## src/rtl/i2c_pkg.sv

```systemverilog
// Shared types and constants for the I2C power-up init sequencer.
package i2c_pkg;

    typedef enum logic [3:0] {
        IDLE,
        FETCH,
        LATCH,
        ISSUE,
        WAIT,
        GAP,
        NEXT,
        DELAY,
        DONE_ST
    } state_t;

    localparam logic [23:0] END_MARK  = 24'hFFFFFF;
    localparam logic [7:0]  DELAY_TAG = 8'hFE;

    // Timer must hold the longest of the transfer budget, the bus gap and the largest delay entry.
    function automatic int timer_width(input int xfer, input int gap, input int unit);
        int m;
        m = xfer;
        if (gap > m) m = gap;
        if (unit * 65535 > m) m = unit * 65535;
        return $clog2(m + 1);
    endfunction

endpackage

```

## src/rtl/i2c_seq_timer.sv

```systemverilog
// Loadable down-counter; LOAD wins over counting, and the count rests at zero.
module i2c_seq_timer #(
    parameter int W = 8
) (
    input  logic         CLK,
    input  logic         RST_N,
    input  logic         LOAD,
    input  logic [W-1:0] VALUE,
    output logic         ZERO
);

    logic [W-1:0] count;

    always_ff @(posedge CLK or negedge RST_N) begin
        if (!RST_N) begin
            count <= '0;
        end else if (LOAD) begin
            count <= VALUE;
        end else if (count != '0) begin
            count <= count - {{(W-1){1'b0}}, 1'b1};
        end
    end

    assign ZERO = (count == '0);

endmodule

```

## src/rtl/i2c_init_seq.sv

```systemverilog
// Walks a {slave_addr,reg,data} table and pulses the I2C write transmitter once per entry.
// Optional feature: define I2C_SEQ_DELAY_EN to treat entries tagged 8'hFE as timed delays.
module i2c_init_seq
    import i2c_pkg::*;
#(
    parameter int NUM_ENTRIES = 16,
    parameter int IDX_W       = 8,
    parameter int XFER_CYCLES = 80,
    parameter int GAP_CYCLES  = 16,
    parameter int DELAY_UNIT  = 1000
) (
    input  logic             CLK,
    input  logic             RST_N,
    input  logic             START,
    output logic [IDX_W-1:0] ROM_ADDR,
    input  logic [23:0]      ROM_DATA,
    output logic [23:0]      TX_DATA,
    output logic             TX_EN,
    output logic             BUSY,
    output logic             DONE,
    output logic [IDX_W-1:0] INDEX,
    output state_t           STATE
);

    localparam int TW = timer_width(XFER_CYCLES, GAP_CYCLES, DELAY_UNIT);
    localparam logic [TW-1:0]  XFER_LOAD = TW'(XFER_CYCLES - 1);
    localparam logic [TW-1:0]  GAP_LOAD  = TW'(GAP_CYCLES - 1);
    localparam logic [IDX_W:0] IDX_ONE   = (IDX_W+1)'(1);
    localparam logic [IDX_W:0] IDX_LAST  = (IDX_W+1)'(NUM_ENTRIES);

    state_t          state;
    state_t          state_nx;
    logic            timer_load;
    logic [TW-1:0]   timer_value;
    logic            timer_zero;
    logic [IDX_W:0]  index_inc;

    assign index_inc = {1'b0, INDEX} + IDX_ONE;
    assign STATE     = state;

`ifdef I2C_SEQ_DELAY_EN
    logic [TW-1:0] delay_cycles;
    logic [TW-1:0] delay_load;

    // A zero-length delay still spends one cycle in DELAY.
    assign delay_cycles = TW'(ROM_DATA[15:0]) * TW'(DELAY_UNIT);
    assign delay_load   = (delay_cycles == '0) ? '0 : delay_cycles - TW'(1);
`endif

    i2c_seq_timer #(.W(TW)) u_timer (
        .CLK   (CLK),
        .RST_N (RST_N),
        .LOAD  (timer_load),
        .VALUE (timer_value),
        .ZERO  (timer_zero)
    );

    always_comb begin
        state_nx    = state;
        timer_load  = 1'b0;
        timer_value = '0;
        case (state)
            IDLE:    if (START) state_nx = FETCH;
            FETCH:   state_nx = LATCH;
            LATCH: begin
                if (ROM_DATA == END_MARK) begin
                    state_nx = DONE_ST;
`ifdef I2C_SEQ_DELAY_EN
                end else if (ROM_DATA[23:16] == DELAY_TAG) begin
                    state_nx    = DELAY;
                    timer_load  = 1'b1;
                    timer_value = delay_load;
`endif
                end else begin
                    state_nx = ISSUE;
                end
            end
            ISSUE: begin
                state_nx    = WAIT;
                timer_load  = 1'b1;
                timer_value = XFER_LOAD;
            end
            WAIT: begin
                if (timer_zero) begin
                    if (GAP_CYCLES == 0) begin
                        state_nx = NEXT;
                    end else begin
                        state_nx    = GAP;
                        timer_load  = 1'b1;
                        timer_value = GAP_LOAD;
                    end
                end
            end
            GAP:     if (timer_zero) state_nx = NEXT;
`ifdef I2C_SEQ_DELAY_EN
            DELAY:   if (timer_zero) state_nx = NEXT;
`endif
            NEXT:    state_nx = (index_inc == IDX_LAST) ? DONE_ST : FETCH;
            DONE_ST: state_nx = IDLE;
            default: state_nx = IDLE;
        endcase
    end

    // TX_EN is registered from the next state so it is high for exactly the ISSUE cycle.
    always_ff @(posedge CLK or negedge RST_N) begin
        if (!RST_N) begin
            state    <= IDLE;
            ROM_ADDR <= '0;
            TX_DATA  <= '0;
            TX_EN    <= 1'b0;
            BUSY     <= 1'b0;
            DONE     <= 1'b0;
            INDEX    <= '0;
        end else begin
            state <= state_nx;
            TX_EN <= (state_nx == ISSUE);
            case (state)
                IDLE: begin
                    if (START) begin
                        ROM_ADDR <= '0;
                        INDEX    <= '0;
                        DONE     <= 1'b0;
                        BUSY     <= 1'b1;
                    end
                end
                LATCH: begin
                    if (state_nx == ISSUE) TX_DATA <= ROM_DATA;
                end
                NEXT: begin
                    INDEX <= index_inc[IDX_W-1:0];
                    if (state_nx == FETCH) ROM_ADDR <= index_inc[IDX_W-1:0];
                end
                DONE_ST: begin
                    BUSY <= 1'b0;
                    DONE <= 1'b1;
                end
                default: ;
            endcase
        end
    end

endmodule

```

## config.mk

```make
export PLATFORM = sky130hd
export DESIGN_NAME = i2c_init_seq
export DESIGN_NICKNAME = d
export VERILOG_FILES = /design/src/rtl/i2c_pkg.sv /design/src/rtl/i2c_seq_timer.sv /design/src/rtl/i2c_init_seq.sv
export SDC_FILE = /design/constraint.sdc
export NUM_CORES = 1
export LEC_CHECK = 0
export BUFFER_PORTS_ARGS = -buffer_cell sky130_fd_sc_hd__buf_2
export CAP_MARGIN = 5
export CORE_MARGIN = 3
export CORE_UTILIZATION = 50
export DETAILED_ROUTE_END_ITERATION = 7
export GPL_TIMING_DRIVEN = 0
export PLACE_DENSITY = 0.76
export SYNTH_ARGS = -nofsm -noshare
export SYNTH_HDL_FRONTEND = slang
export SYNTH_HIERARCHICAL = 1
export SYNTH_SLANG_ARGS = --single-unit
```

## constraint.sdc

```tcl
create_clock -name CLK -period 3.2 [get_ports CLK]
set_clock_uncertainty 0.1 [all_clocks]
set_input_delay 0.32 -clock CLK [delete_from_list [all_inputs] [get_ports CLK]]
set_output_delay 0.32 -clock CLK [all_outputs]
set_load 0.005 [all_outputs]
```

Word-level counts from Yosys, hierarchy flattened
Cells that the tools add are included.
W data, S select, Z words.
{"block": "totals", "register_bits": 73, "input_bits": 27, "out_inout_bits": 47, "word_cells": 53}
{"block": "op_classes", "addsub": 2, "n_eq_ne": 13, "muxes": 20, "reduce_logical": 10}
{"operator": "$mux W26", "count": 2}
{"operator": "$pmux W8 S2", "count": 2}
{"operator": "$pmux W4 S7", "count": 1}
{"operator": "$logic_not A26 Y1", "count": 1}
{"operator": "$reduce_bool A26 Y1", "count": 1}
{"operator": "$sub A26 B1 Y26 const B", "count": 1}
{"operator": "$eq A24 B24 Y1 const B", "count": 1}
{"operator": "$mux W4", "count": 6}
{"operator": "$mux W8", "count": 2}
{"operator": "$pmux W7 S2", "count": 1}
{"operator": "$eq A4 B2 Y1 const B", "count": 3}
{"operator": "$eq A4 B3 Y1 const B", "count": 3}
{"operator": "$add A8 B1 Y9 const B", "count": 1}
{"operator": "$eq A9 B5 Y1 const B", "count": 1}
{"operator": "$eq A4 B1 Y1 const B", "count": 2}
{"operator": "$pmux W1 S2", "count": 3}
{"operator": "$reduce_and A2 Y1", "count": 3}
{"operator": "$reduce_bool A2 Y1", "count": 3}
{"operator": "$eq A4 B4 Y1 const B", "count": 1}
{"operator": "$logic_not A4 Y1", "count": 1}
{"operator": "$ne A2 B2 Y1 const B", "count": 2}
{"operator": "$mux W1", "count": 3}
{"operator": "$reduce_and A3 Y1", "count": 1}

Longest topological paths before layout
Gate-level depths: netlist of run 1.
{"block": "logic_depth", "word_depth": 7, "ltp_mapped": 12}

Modules after synthesis
The synthesis of run 1 kept the hierarchy.
{"mod": "i2c_init_seq", "instances": 1, "cells_each": 191, "area_each_um2": 2301.0}
{"mod": "i2c_seq_timer", "instances": 1, "cells_each": 171, "area_each_um2": 1535.2}

Worst setup path before layout of run 1
OpenSTA, ideal clock, no wires.
{"block": "synth_timing", "path_kind": "flip-flop to flip-flop", "from": "reg u_timer.count[0]", "to": "reg u_timer.count[2]", "arrival_time_ps": 2846, "required_ps": 3005, "setup_slack_ps": 159, "path_stages_with_launch": 13, "path_buffers": 3, "period_less_slack_ps": 3041, "path_cell_list": "dfrtp_1 > inv_1 > ha_1 > or4b_1 > buf_2 > nor4_1 > and3_1 > nand3_1 > a21oi_1 > clkbuf_1 > clkbuf_1 > nand2_1 > o31ai_1"}
{"block": "synth_via", "elab_chain_len": 4}
{"item": "start, declared", "line": "i2c_seq_timer.sv:12", "rtl": "logic [W-1:0] count;"}
{"item": "start signal, assigned", "line": "i2c_seq_timer.sv:20", "rtl": "count <= count - {{(W-1){1'b0}}, 1'b1};"}
{"item": "$logic_not A26 Y1 *", "line": "i2c_seq_timer.sv:24", "rtl": "assign ZERO = (count == '0);"}
{"item": "net timer_zero", "line": "i2c_init_seq.sv:35", "rtl": "logic timer_zero;"}
{"item": "$mux W1 *", "line": "i2c_init_seq.sv:84", "rtl": "if (timer_zero) begin"}
{"item": "$pmux W1 S2 *", "line": "i2c_init_seq.sv:62", "rtl": "case (state)"}
{"item": "net timer_load", "line": "i2c_init_seq.sv:33", "rtl": "logic timer_load;"}
{"item": "$mux W26 or $reduce_bool A2 Y1 (tied branches)"}
The timed path passes the listed nets; every way through them passes the cells marked *. The select of a mux whose other input is x is not followed.
A chain may end at the register's enable or synchronous reset.

Worst setup path in the final report of run 1
{"block": "layout_timing", "from": "reg u_timer.count[0]", "to": "reg u_timer.count[10]"}
Same word-level chain as after synthesis.

==> run metrics, run 1 <==
# rows=31; Setup-failing EPs final=0; die width=93.59 um; Routed WL=8915 um; total leakage power=2.149 nW; yosys synthesis warning count=6; #FFs+latches synth=73; H-Tree Level Count=3; number of flops mapped to enable cells by yosys=0; remaining global-route overflow=0; CP Class=reg2reg; max-slew headroom at the worst pin=between 50 and 60%; Hold Path Stages=2; global-route wire length before repair=14920 um; die height=93.59 um; half-perimeter wire length after detailed placement=around 6300 um; worst-path fanout max=10; mean number of vias per cell=5.386; sequential element share of the synthesized area=47.62%; antenna diode count=0; vias after detailed routing=3108; most frequent cell on the critical path=buf_4; crit end category=register; peak per-stage delay on the critical path=between 0.4 and 0.5 ns; Final Hold Violating Endpoints=0; reg2reg end=u_timer/count[10]$_DFFE_PN0P_; Max Cap Violations=0; Placed Cells=555; result of the run=completed; routability cong.=0.8146; synth unique cells=61; Least-Margin Pin Slew=just over 0.7 ns; total power draw=3.972 mW; cells along the critical path=inv_1, ha_1, or4b_1, buf_2, nor4_1, and3_1, nand3_1, a21oi_4, buf_4, or2_2, buf_4, o21ai_0; Post-synth top flop=dfrtp_1; clock slew at the register clock pins of the worst setup and hold paths=0.08 ns; leading cell types in the layout, fill and taps excluded=buf_2, dfrtp_1, nand2_1, o21ai_0; share of the cycle needed by the critical path after routing=95.60%; worst hold path class=in2reg; Min-Delay Startpoint=ROM_DATA[9]; starting density of the core=52.33%; Slowest-stage cell, CP=or4b_1; die area=0.008759 sq mm; Antenna Nets Post-Route=0; GRT Overall Usage=21.57%; minimum period implied by the final worst setup slack=3.059 ns; core region area=0.007331 sq mm; worst min-delay path endpoint=TX_DATA[9]$_DFFE_PN0P_; final-stage net count=503; cells after synthesis=362; number of buffers created by CTS=9; Max Transition Viols Final=0; maximum clock frequency=326.9 MHz; startpoint of the most critical register-to-register path=u_timer/count[0]$_DFFE_PN0P_; Num Clock Sinks=73; clock latency on the worst-skew pair=around 0.35 ns; number of design rule violations left after detail routing=0; kind of start point of the critical path=register; largest buffer count on any clock path=2; violation count after the first detailed-route iteration=233; largest net degree at the start of global routing=73; Clock Root Buffer=clkbuf_8; worst reg2reg setup slack=0.14 ns; proportion of synthesized flip-flops having asynchronous set or reset=100.0%; worst-case reg-to-reg path depth=12; CTS tree=built; power density of the placed cells=between 800 and 900 mW/mm^2; synthesized area per cell=10.60 sq um; share of post-route cells with drive strength above 1=between 30% and 40%; arrival time reported for the critical path endpoint=3.18 ns; First-pass DRT Iterations=4; cell area after synthesis=about 0.0038 sq mm; vias in the first global route=3045; highest ir drop seen on vdd=roughly 0.36 mV; leading cell type in the layout, fill and taps excluded=buf_2; Area growth syn-to-layout=22.60%; antenna violations before repair=0; average detailed-routed wire length per instance=15.45 um; I/O Pins=74; critical path required time=3.32 ns; Layout Cells excl Fill=about 580; Port Buffer Count=73
## through the flow
stage	cell area [sq um]	hold WS, ns	setup TNS (ns)	worst slack (ns)	util, %
6_report	4703	0.1174	0	0.1408	64.16
5_1_grt	4703	0.09626	-0.01318	-0.01086	64.16
4_1_cts	4659	0.1004	0	0.02556	63.56
3_5_place_dp	4431	0.01862	-5.841	-0.5211	60.44
3_3_place_gp	4400	0.3712	-4.842	-0.4965	60.03
2_1_floorplan	3911	-0.07559	0	0.1588	-
## worst max path at each step
stage	depth (start not counted)	slack (ns)	end	from
after CTS	12	0.03	u_timer/count[2]$_DFFE_PN0P_	u_timer/count[0]$_DFFE_PN0P_
after global routing	12	-0.01	u_timer/count[2]$_DFFE_PN0P_	u_timer/count[0]$_DFFE_PN0P_
after floorplan	12	0.16	u_timer/count[2]$_DFFE_PN0P_	u_timer/count[0]$_DFFE_PN0P_
after global placement	12	-0.50	u_timer/count[2]$_DFFE_PN0P_	u_timer/count[0]$_DFFE_PN0P_
final	12	0.14	u_timer/count[10]$_DFFE_PN0P_	u_timer/count[0]$_DFFE_PN0P_
after detailed placement	12	-0.52	u_timer/count[2]$_DFFE_PN0P_	u_timer/count[0]$_DFFE_PN0P_
## final cells by class
class | instances | area [sq um]
fillers | 601 | 2628
multi-input cells | 283 | 1967
flip-flops and latches | 73 | 1827
repair buffers | 80 | 442.9
clock buffers | 9 | 123.9
well taps | 99 | 123.9
plain buffers | 21 | 118.9
clock inverters | 7 | 80.08
inverters | 5 | 20.02
## timing repair
action / in CTS / in global routing
endpoints found under the hold margin: 73 / 0
hold buffers: 1 / 0
pin swaps: 0 / 2
gates resized for setup: 5 / 6
endpoints found under the setup margin: 24 / 17
setup buffers: 0 / 5
## sequential cells by signal (all words and copies together), names as in the netlist
signal	flops
TX_EN	1
STATE	4
DONE	1
BUSY	1
ROM_ADDR	8
INDEX	8
u_timer/count	26
TX_DATA	24
## critical path: cells and delay by family, from the launching register on
kind	cells	cell delay, ns
AOI/OAI and AO/OA	2	0.39
adders and majority gates	1	0.20
buffers and inverters	4	0.62
DFF	1	0.39
and+or+nand+nor	5	1.22
## kinds of logic after synthesis
group,Yosys count,synth area share (%)
simple gates,136,19.60
flops,73,47.62
compound gates,69,12.43
mux,30,10.44
buf+inv,26,3.359
xor+xnor,24,5.479
fa+ha+maj,3,0.9786
other cells,1,0.09775
## synthesized netlist by cell type, drive strengths merged (2+ instances only)
cell type / instances / area (sq um)
nor3: 10 / 55.05
nor2b: 4 / 25.02
or2: 2 / 12.51
nor4: 7 / 58.81
o2bb2ai: 3 / 26.28
nand3: 13 / 65.06
a211o: 2 / 18.77
clkbuf: 8 / 30.03
ha: 3 / 37.54
o31ai: 8 / 60.06
a21o: 2 / 15.01
nand2b: 2 / 20.02
dfrtp: 73 / 1827
nor4b: 2 / 32.53
nand4: 10 / 62.56
inv: 4 / 15.01
nand2: 40 / 150.1
a22o: 6 / 52.55
a21oi: 10 / 53.80
and2: 4 / 25.03
or3: 5 / 31.28
nor2: 22 / 85.09
a22oi: 2 / 15.01
xnor2: 16 / 140.1
o21ai: 25 / 128.9
mux2: 26 / 360.4
mux2i: 4 / 40.04
and3: 5 / 31.28
buf: 13 / 80.08
a31oi: 3 / 18.77
xor2: 8 / 70.07
or4b: 3 / 30.03
or4: 3 / 26.27
## routing by layer
layer	vias to the layer above	global-route usage [%]	part of all wire, %
met2	97	32.76	46
met5	-	0	0
met1	1493	31.21	47
met3	5	4.747	5.6
li1	1513	-	-
met4	0	6.017	1.0
## power breakdown
part	switching [mW]	total [mW]	internal, mW
clock network	0.378	0.744	0.366
registers	0.308	1.61	1.30
logic	0.775	1.62	0.846
(Power assumes the default switching activity.)
==> run 2: changes to the inputs <==
Settings changed: PLACE_DENSITY 0.76 to 0.86.
==> run 2 against run 1 <==
  * Die area stayed put
  * Count of clock-buffer cells in the layout grew 3
  * Fmax up 4.1%
  * Combinational power is essentially flat
  * The flow now finishes with violations (hold timing)
  * Non-clock buffer count is 6 lower
  * Global-route usage rose by 0.091 points
  * First-iteration DRC count decreased by 16%
  * Largest cell class unchanged
  * Via count rose by 0.29%
  * Power rose by 0.34%
  * Critical path depth shrank 2
  * Largest power group is now registers
  * Highest routed layer unchanged
  * Register-to-register slack better by 0.12 ns
==> run metrics, run 2 (same netlist as run 1, synthesis figures left out) <==
Filler Cells Inserted=567 (-5.7%); CTS tree=built; GRT Overall Usage=21.66% (+0.091 points); worst-path fanout max=10 (unchanged); Clock Root Buffer=clkbuf_8; largest registers=u_timer/count x26, TX_DATA x24; maximum clock frequency=340.3 MHz (+4.1%); Num Clock Sinks=73 (unchanged); number of buffers inserted by hold repair at cts=0 (-1); largest net degree at the start of global routing=74 (+1.4%); sequential standard cell area=0.001827 sq mm (unchanged); power density of the placed cells=858.1 mW/mm^2 (+1.6%); Final Hold Violating Endpoints=2 (+2); antenna violations before repair=0 (unchanged); I/O Pins=74 (unchanged); die area=0.008759 sq mm (unchanged); final-stage net count=497 (-1.2%); peak per-stage delay on the critical path=0.61 ns (+0.18 ns); Setup-failing EPs final=0 (unchanged); Placed Cells=554 (-0.18%); Area growth syn-to-layout=21.07%; Port Buffer Count=73 (unchanged); arrival time reported for the critical path endpoint=3.08 ns (-0.10 ns); unrepaired setup endpoints after global routing=no; routability cong.=0.8341 (+2.4%); First-pass DRT Iterations=4 (unchanged); cells along the critical path=or4_1, nor3_1, buf_2, and3_2, nand3_1, a21oi_4, clkbuf_4, clkbuf_4, nand2_1, o31ai_1; antenna diode count=0 (unchanged); critical path required time=3.35 ns (+0.03 ns); Max Transition Viols Final=0 (unchanged); Layout Cells excl Fill=570 (-1.2%); share of post-route cells with drive strength above 1=31.00% (-1.0 points); crit end category=register; Hold Slack=-0.0001796 ns (-0.1176 ns); total area of multi-input combinational cells=0.001968 sq mm (about the same); clock latency on the worst-skew pair=0.34 ns (about the same); CP Class=reg2reg; # rows=31 (unchanged); vias in the first global route=3206 (+5.3%); leading cell types in the layout, fill and taps excluded=buf_2, dfrtp_1, nand2_1, o21ai_0; max reg flops=26 (unchanged); largest buffer count on any clock path=2 (unchanged); total leakage power=2.122 nW (-1.3%); result of the run=finished, violations left; Setup Slack @ Placement=-0.5414 ns (-0.02035 ns); vias after detailed routing=3117 (+0.29%); Least-Margin Pin Slew=0.8984 ns (+0.1861 ns); number of buffers created by CTS=9 (unchanged); worst hold path class=in2async; leading cell type in the layout, fill and taps excluded=buf_2; core region area=0.007331 sq mm (unchanged); share of the cycle needed by the critical path after routing=91.82% (-3.8 points); starting density of the core=52.33% (unchanged); Max Cap Violations=0 (unchanged); number of design rule violations left after detail routing=0 (unchanged); Antenna Nets Post-Route=0 (unchanged); kind of start point of the critical path=register; average detailed-routed wire length per instance=15.64 um (+1.2%); remaining global-route overflow=0 (unchanged); mean number of vias per cell=5.468 (+1.5%); Routed WL=8912 um (about the same); Slowest-stage cell, CP=or4_1; max-slew headroom at the worst pin=40.11% (-12 points); most frequent cell on the critical path=clkbuf_4; violated checks=hold timing; die width=93.59 um (unchanged); half-perimeter wire length after detailed placement=6362 um (+1.6%); Biggest register=u_timer/count; highest ir drop seen on vdd=0.4336 mV (+20%); global-route wire length before repair=14960 um (+0.28%); minimum period implied by the final worst setup slack=2.938 ns (-0.1210 ns); H-Tree Level Count=3 (unchanged); worst reg2reg setup slack=0.26 ns (+0.12 ns); die height=93.59 um (unchanged); clock slew at the register clock pins of the worst setup and hold paths=0.07 ns (about the same); worst path setup slack after routing=0.2618 ns (+0.1210 ns); violation count after the first detailed-route iteration=196 (-16%)
run 2: changes by cell type in the layout (fill, tap and decap cells not counted), moves of 2 or more:
cell,before,now
buf_4,8,3
clkinvlp_4,2,0
clkinv_4,3,0
clkbuf_1,5,7
run 2: routing by layer:
metal  up-vias  wire, um  track usage (%)
met5         -         0                0
met4         0       130            7.942
met3        10       421            4.183
met2        84      4464            38.12
met1      1532      3896            26.32
li1       1491         -                -
run 2: layout make-up:
type                    instances  area share (%)
inverters                       5          0.4580
plain buffers                  21           2.559
flip-flops and latches         73           39.33
well taps                      99           2.667
multi-input cells             283           42.38
clock buffers                  12           3.125
repair buffers                 74           8.082
clock inverters                 3           1.401
run 2: through the flow:
| stage | setup TNS (ns) | instance area [sq um] | util (%) | power, mW |
|---|---|---|---|---|
| finish | 0 | 4644 | 63.36 | 3.985 |
| CTS | 0 | 4628 | 63.13 | 3.985 |
| global route | 0 | 4644 | 63.36 | 4.248 |
| detailed placement | -6.020 | 4403 | 60.06 | 3.179 |
| floorplan | 0 | 3911 | - | 2.656 |
| global placement | -3.523 | 4400 | 60.03 | 3.091 |
run 2: what timing repair did:
item / 4_1_cts / 5_1_grt
setup endpoints to repair: 24 / 20
resized for setup: 5 / 8
buffers inserted: 0 / 1
pin swaps: 0 / 1
run 2: final timing paths:
check,end,cells past startpoint,from
max,u_timer/count[6]$_DFFE_PN0P_,10,u_timer/count[10]$_DFFE_PN0P_
min,u_timer/count[4]$_DFFE_PN0P_,1,RST_N
max reg2reg,u_timer/count[6]$_DFFE_PN0P_,10,u_timer/count[10]$_DFFE_PN0P_
min reg2reg,ROM_ADDR[5]$_DFFE_PN0P_,1,ROM_ADDR[5]$_DFFE_PN0P_
max in group asynchronous,TX_DATA[23]$_DFFE_PN0P_,1,RST_N
min in group CLK,TX_DATA[13]$_DFFE_PN0P_,2,ROM_DATA[13]
run 2: power breakdown:
group	internal, mW	switching (mW)	total, mW	leakage (nW)
clock	0.456	0.324	0.779	0.106
sequential	1.30	0.304	1.60	0.902
combinational	0.826	0.777	1.60	1.11
run 2: worst max-delay path, delay by kind of cell (launching register included):
family          cells  cell delay, ns
simple gates        5            1.30
buf+inv             3            0.72
compound gates      2            0.30
flops               1            0.40
==> run 3: changes to the inputs <==
Settings changed: GPL_TIMING_DRIVEN 0 to not set.
==> run 3 against run 2 <==
  * The flow now finishes without violations
  * Register-to-register slack barely moved
  * Critical endpoint is now u_timer/count[10]$_DFFE_PN0P_
  * First-iteration DRC count fell by 17%
  * Clock power fell by 7.2%
  * Non-clock buffer count fell by 16
  * Via count fell by 0.90%
  * Sequential share of layout area rose by 0.59 points
  * Combinational power fell by 4%
  * Highest routed layer unchanged
  * Largest cell class unchanged
  * Critical path type unchanged
==> run metrics, run 3 (same netlist as run 1, synthesis figures left out) <==
core region area=0.007331 sq mm (unchanged); met2 demand-to-capacity share in global routing=38.06% (-0.060 points); Port Buffer Count=73 (unchanged); Area growth syn-to-layout=19.28%; beginning of the critical path=u_timer/count[0]$_DFFE_PN0P_; Max Cap Violations=0 (unchanged); reported net switching power=1.452 mW (+3.4%); Placed Cells=538 (-2.9%); total leakage power=2.054 nW (-3.2%); mean number of vias per cell=5.566 (+1.8%); startpoint of the most critical register-to-register path=u_timer/count[0]$_DFFE_PN0P_; part of the power in combinational logic=39.1% (-1.1 points); met1 track demand over resource=26.78% (+0.45 points); number of design rule violations left after detail routing=0 (unchanged); violation count after the first detailed-route iteration=162 (-17%); half-perimeter wire length after detailed placement=6172 um (-3.0%); maximum clock frequency=339.9 MHz (-0.12%); power density of the placed cells=855.9 mW/mm^2 (-0.26%); crit end category=register; share of the cycle needed by the critical path after routing=91.93% (+0.11 points); minimum period implied by the final worst setup slack=2.942 ns (+0.003539 ns); Biggest register=u_timer/count; reg2reg end=u_timer/count[10]$_DFFE_PN0P_; CTS tree=built; GRT Overall Usage=22.06% (+0.39 points); unrepaired setup endpoints after global routing=no; First-pass DRT Iterations=4 (unchanged); die height=93.59 um (unchanged); Antenna Nets Post-Route=0 (unchanged); power share of the sequential group=42.5% (+2.3 points); most used routing layer=met2; max-slew headroom at the worst pin=53.30% (+13 points); I/O Pins=74 (unchanged); met3 Use GR=4.505% (+0.32 points); Least-Margin Pin Slew=0.6968 ns (-0.2016 ns); worst reg2reg setup slack=0.26 ns (about the same); critical path required time=3.33 ns (-0.02 ns); CP Class=reg2reg; H-Tree Level Count=3 (unchanged); worst-case reg-to-reg path depth=10 (unchanged); Final Hold Violating Endpoints=0 (-2); max reg flops=26 (unchanged); arrival time reported for the critical path endpoint=3.07 ns (about the same); leading cell types in the layout, fill and taps excluded=dfrtp_1, buf_2, nand2_1, o21ai_0; starting density of the core=52.33% (unchanged); critical path capture point=u_timer/count[10]$_DFFE_PN0P_; largest buffer count on any clock path=2 (unchanged); final-stage net count=481 (-3.2%); sum of negative setup slack=0 ns (unchanged); largest registers=u_timer/count x26, TX_DATA x24; remaining global-route overflow=0 (unchanged); Sw Ratio=37.07% (+1.8 points); kind of start point of the critical path=register; Routed WL=9059 um (+1.6%); Clk network pwr share=18.5% (-1.1 points); worst hold path class=in2reg; clock slew at the register clock pins of the worst setup and hold paths=0.08 ns (about the same); # rows=31 (unchanged); number of buffers created by CTS=9 (unchanged); clock latency on the worst-skew pair=0.36 ns (+0.02 ns); Filler Cells Inserted=582 (+2.6%); worst path setup slack after routing=0.2583 ns (-0.003539 ns); Clock Root Buffer=clkbuf_8; die area=0.008759 sq mm (unchanged); antenna violations before repair=0 (unchanged); Min-Delay Startpoint=ROM_DATA[16]; antenna diode count=0 (unchanged); Layout Cells excl Fill=555 (-2.6%); share of post-route cells with drive strength above 1=29.61% (-1.4 points); die width=93.59 um (unchanged); Setup Slack @ Placement=0.2618 ns (+0.8033 ns); average detailed-routed wire length per instance=16.32 um (+4.4%); vias after detailed routing=3089 (-0.90%); Num Clock Sinks=73 (unchanged); highest ir drop seen on vdd=0.4708 mV (+8.6%); routability cong.=0.8125 (-2.6%); worst-path fanout max=37 (+27); largest net degree at the start of global routing=74 (unchanged); global-route wire length before repair=15270 um (+2.1%); Setup-failing EPs final=0 (unchanged); internal power of the cells=2.464 mW (-4.5%); result of the run=completed; vias in the first global route=3149 (-1.8%); Max Transition Viols Final=0 (unchanged)
==> run 3: cell count changes in the layout (fill, tap and decap cells not counted), sizes merged <==
cell and change:
clkbuf -10, buf -9, clkinvlp +3, bufinv -1, clkinv +1, dlygate4sd3 +1
==> run 3: stage by stage <==
step                      util [%]  power [mW]  hold WS [ns]  area (sq um)
after floorplan                  -       2.656      -0.07559          3911
after global placement       59.43       3.070        0.2823          4357
after detailed placement     59.43       3.164        0.2834          4357
after CTS                    62.23       3.917        0.1036          4562
after global routing         62.42       4.182        0.1050          4576
final                        62.42       3.916        0.1161          4576
==> run 3: what timing repair did <==
item	CTS	global route
hold buffers	1	0
endpoints found under the hold margin	73	0
buffers inserted	0	0
gates resized for setup	0	3
setup endpoints to repair	0	10
==> run 3: worst min path at each step <==
stage,slack [ns],end,cells past startpoint
detailed placement,0.28,u_timer/count[13]$_DFFE_PN0P_,2
floorplan,-0.08,BUSY$_DFFE_PN0P_,0
global placement,0.28,u_timer/count[14]$_DFFE_PN0P_,2
CTS,0.10,TX_DATA[16]$_DFFE_PN0P_,2
finish,0.12,TX_DATA[16]$_DFFE_PN0P_,2
global route,0.10,TX_DATA[7]$_DFFE_PN0P_,2
==> run 3: final cells by class <==
type | count | area [sq um] | share of cell area [%]
Timing Repair Buffer | 79 | 437.9 | 9.571
Clock buffer | 10 | 127.6 | 2.789
Inverter | 5 | 22.52 | 0.4922
Tap cell | 99 | 123.9 | 2.707
Clock inverter | 6 | 67.56 | 1.477
Sequential cell | 73 | 1827 | 39.92
Multi-Input combinational cell | 283 | 1969 | 43.04
==> run 3: power groups by stage <==
stage          sequential [mW]  combinational [mW]  clock [mW]
2_1_floorplan             1.58                1.07           0
3_3_place_gp              1.63                1.44           0
3_5_place_dp              1.66                1.50           0
4_1_cts                   1.65                1.53       0.735
5_1_grt                   1.71                1.69       0.778
6_report                  1.66                1.53       0.723
==> run 3: critical path: stages, from the launching register on <==
cell and delay, ns:
dfrtp_1 0.38, inv_1 0.09, ha_1 0.20, or4b_1 0.56
nor4_1 0.25, and3_1 0.25, nand3_1 0.14, a21oi_4 0.26
buf_12 0.22, or2_4 0.23, o21ai_0 0.12
==> run 3: layer usage <==
layer / wire length [um] / part of all wire, %
met1: 3775 / 42
met2: 4626 / 51
met3: 446 / 4.9
met4: 210 / 2.3
met5: 0 / 0
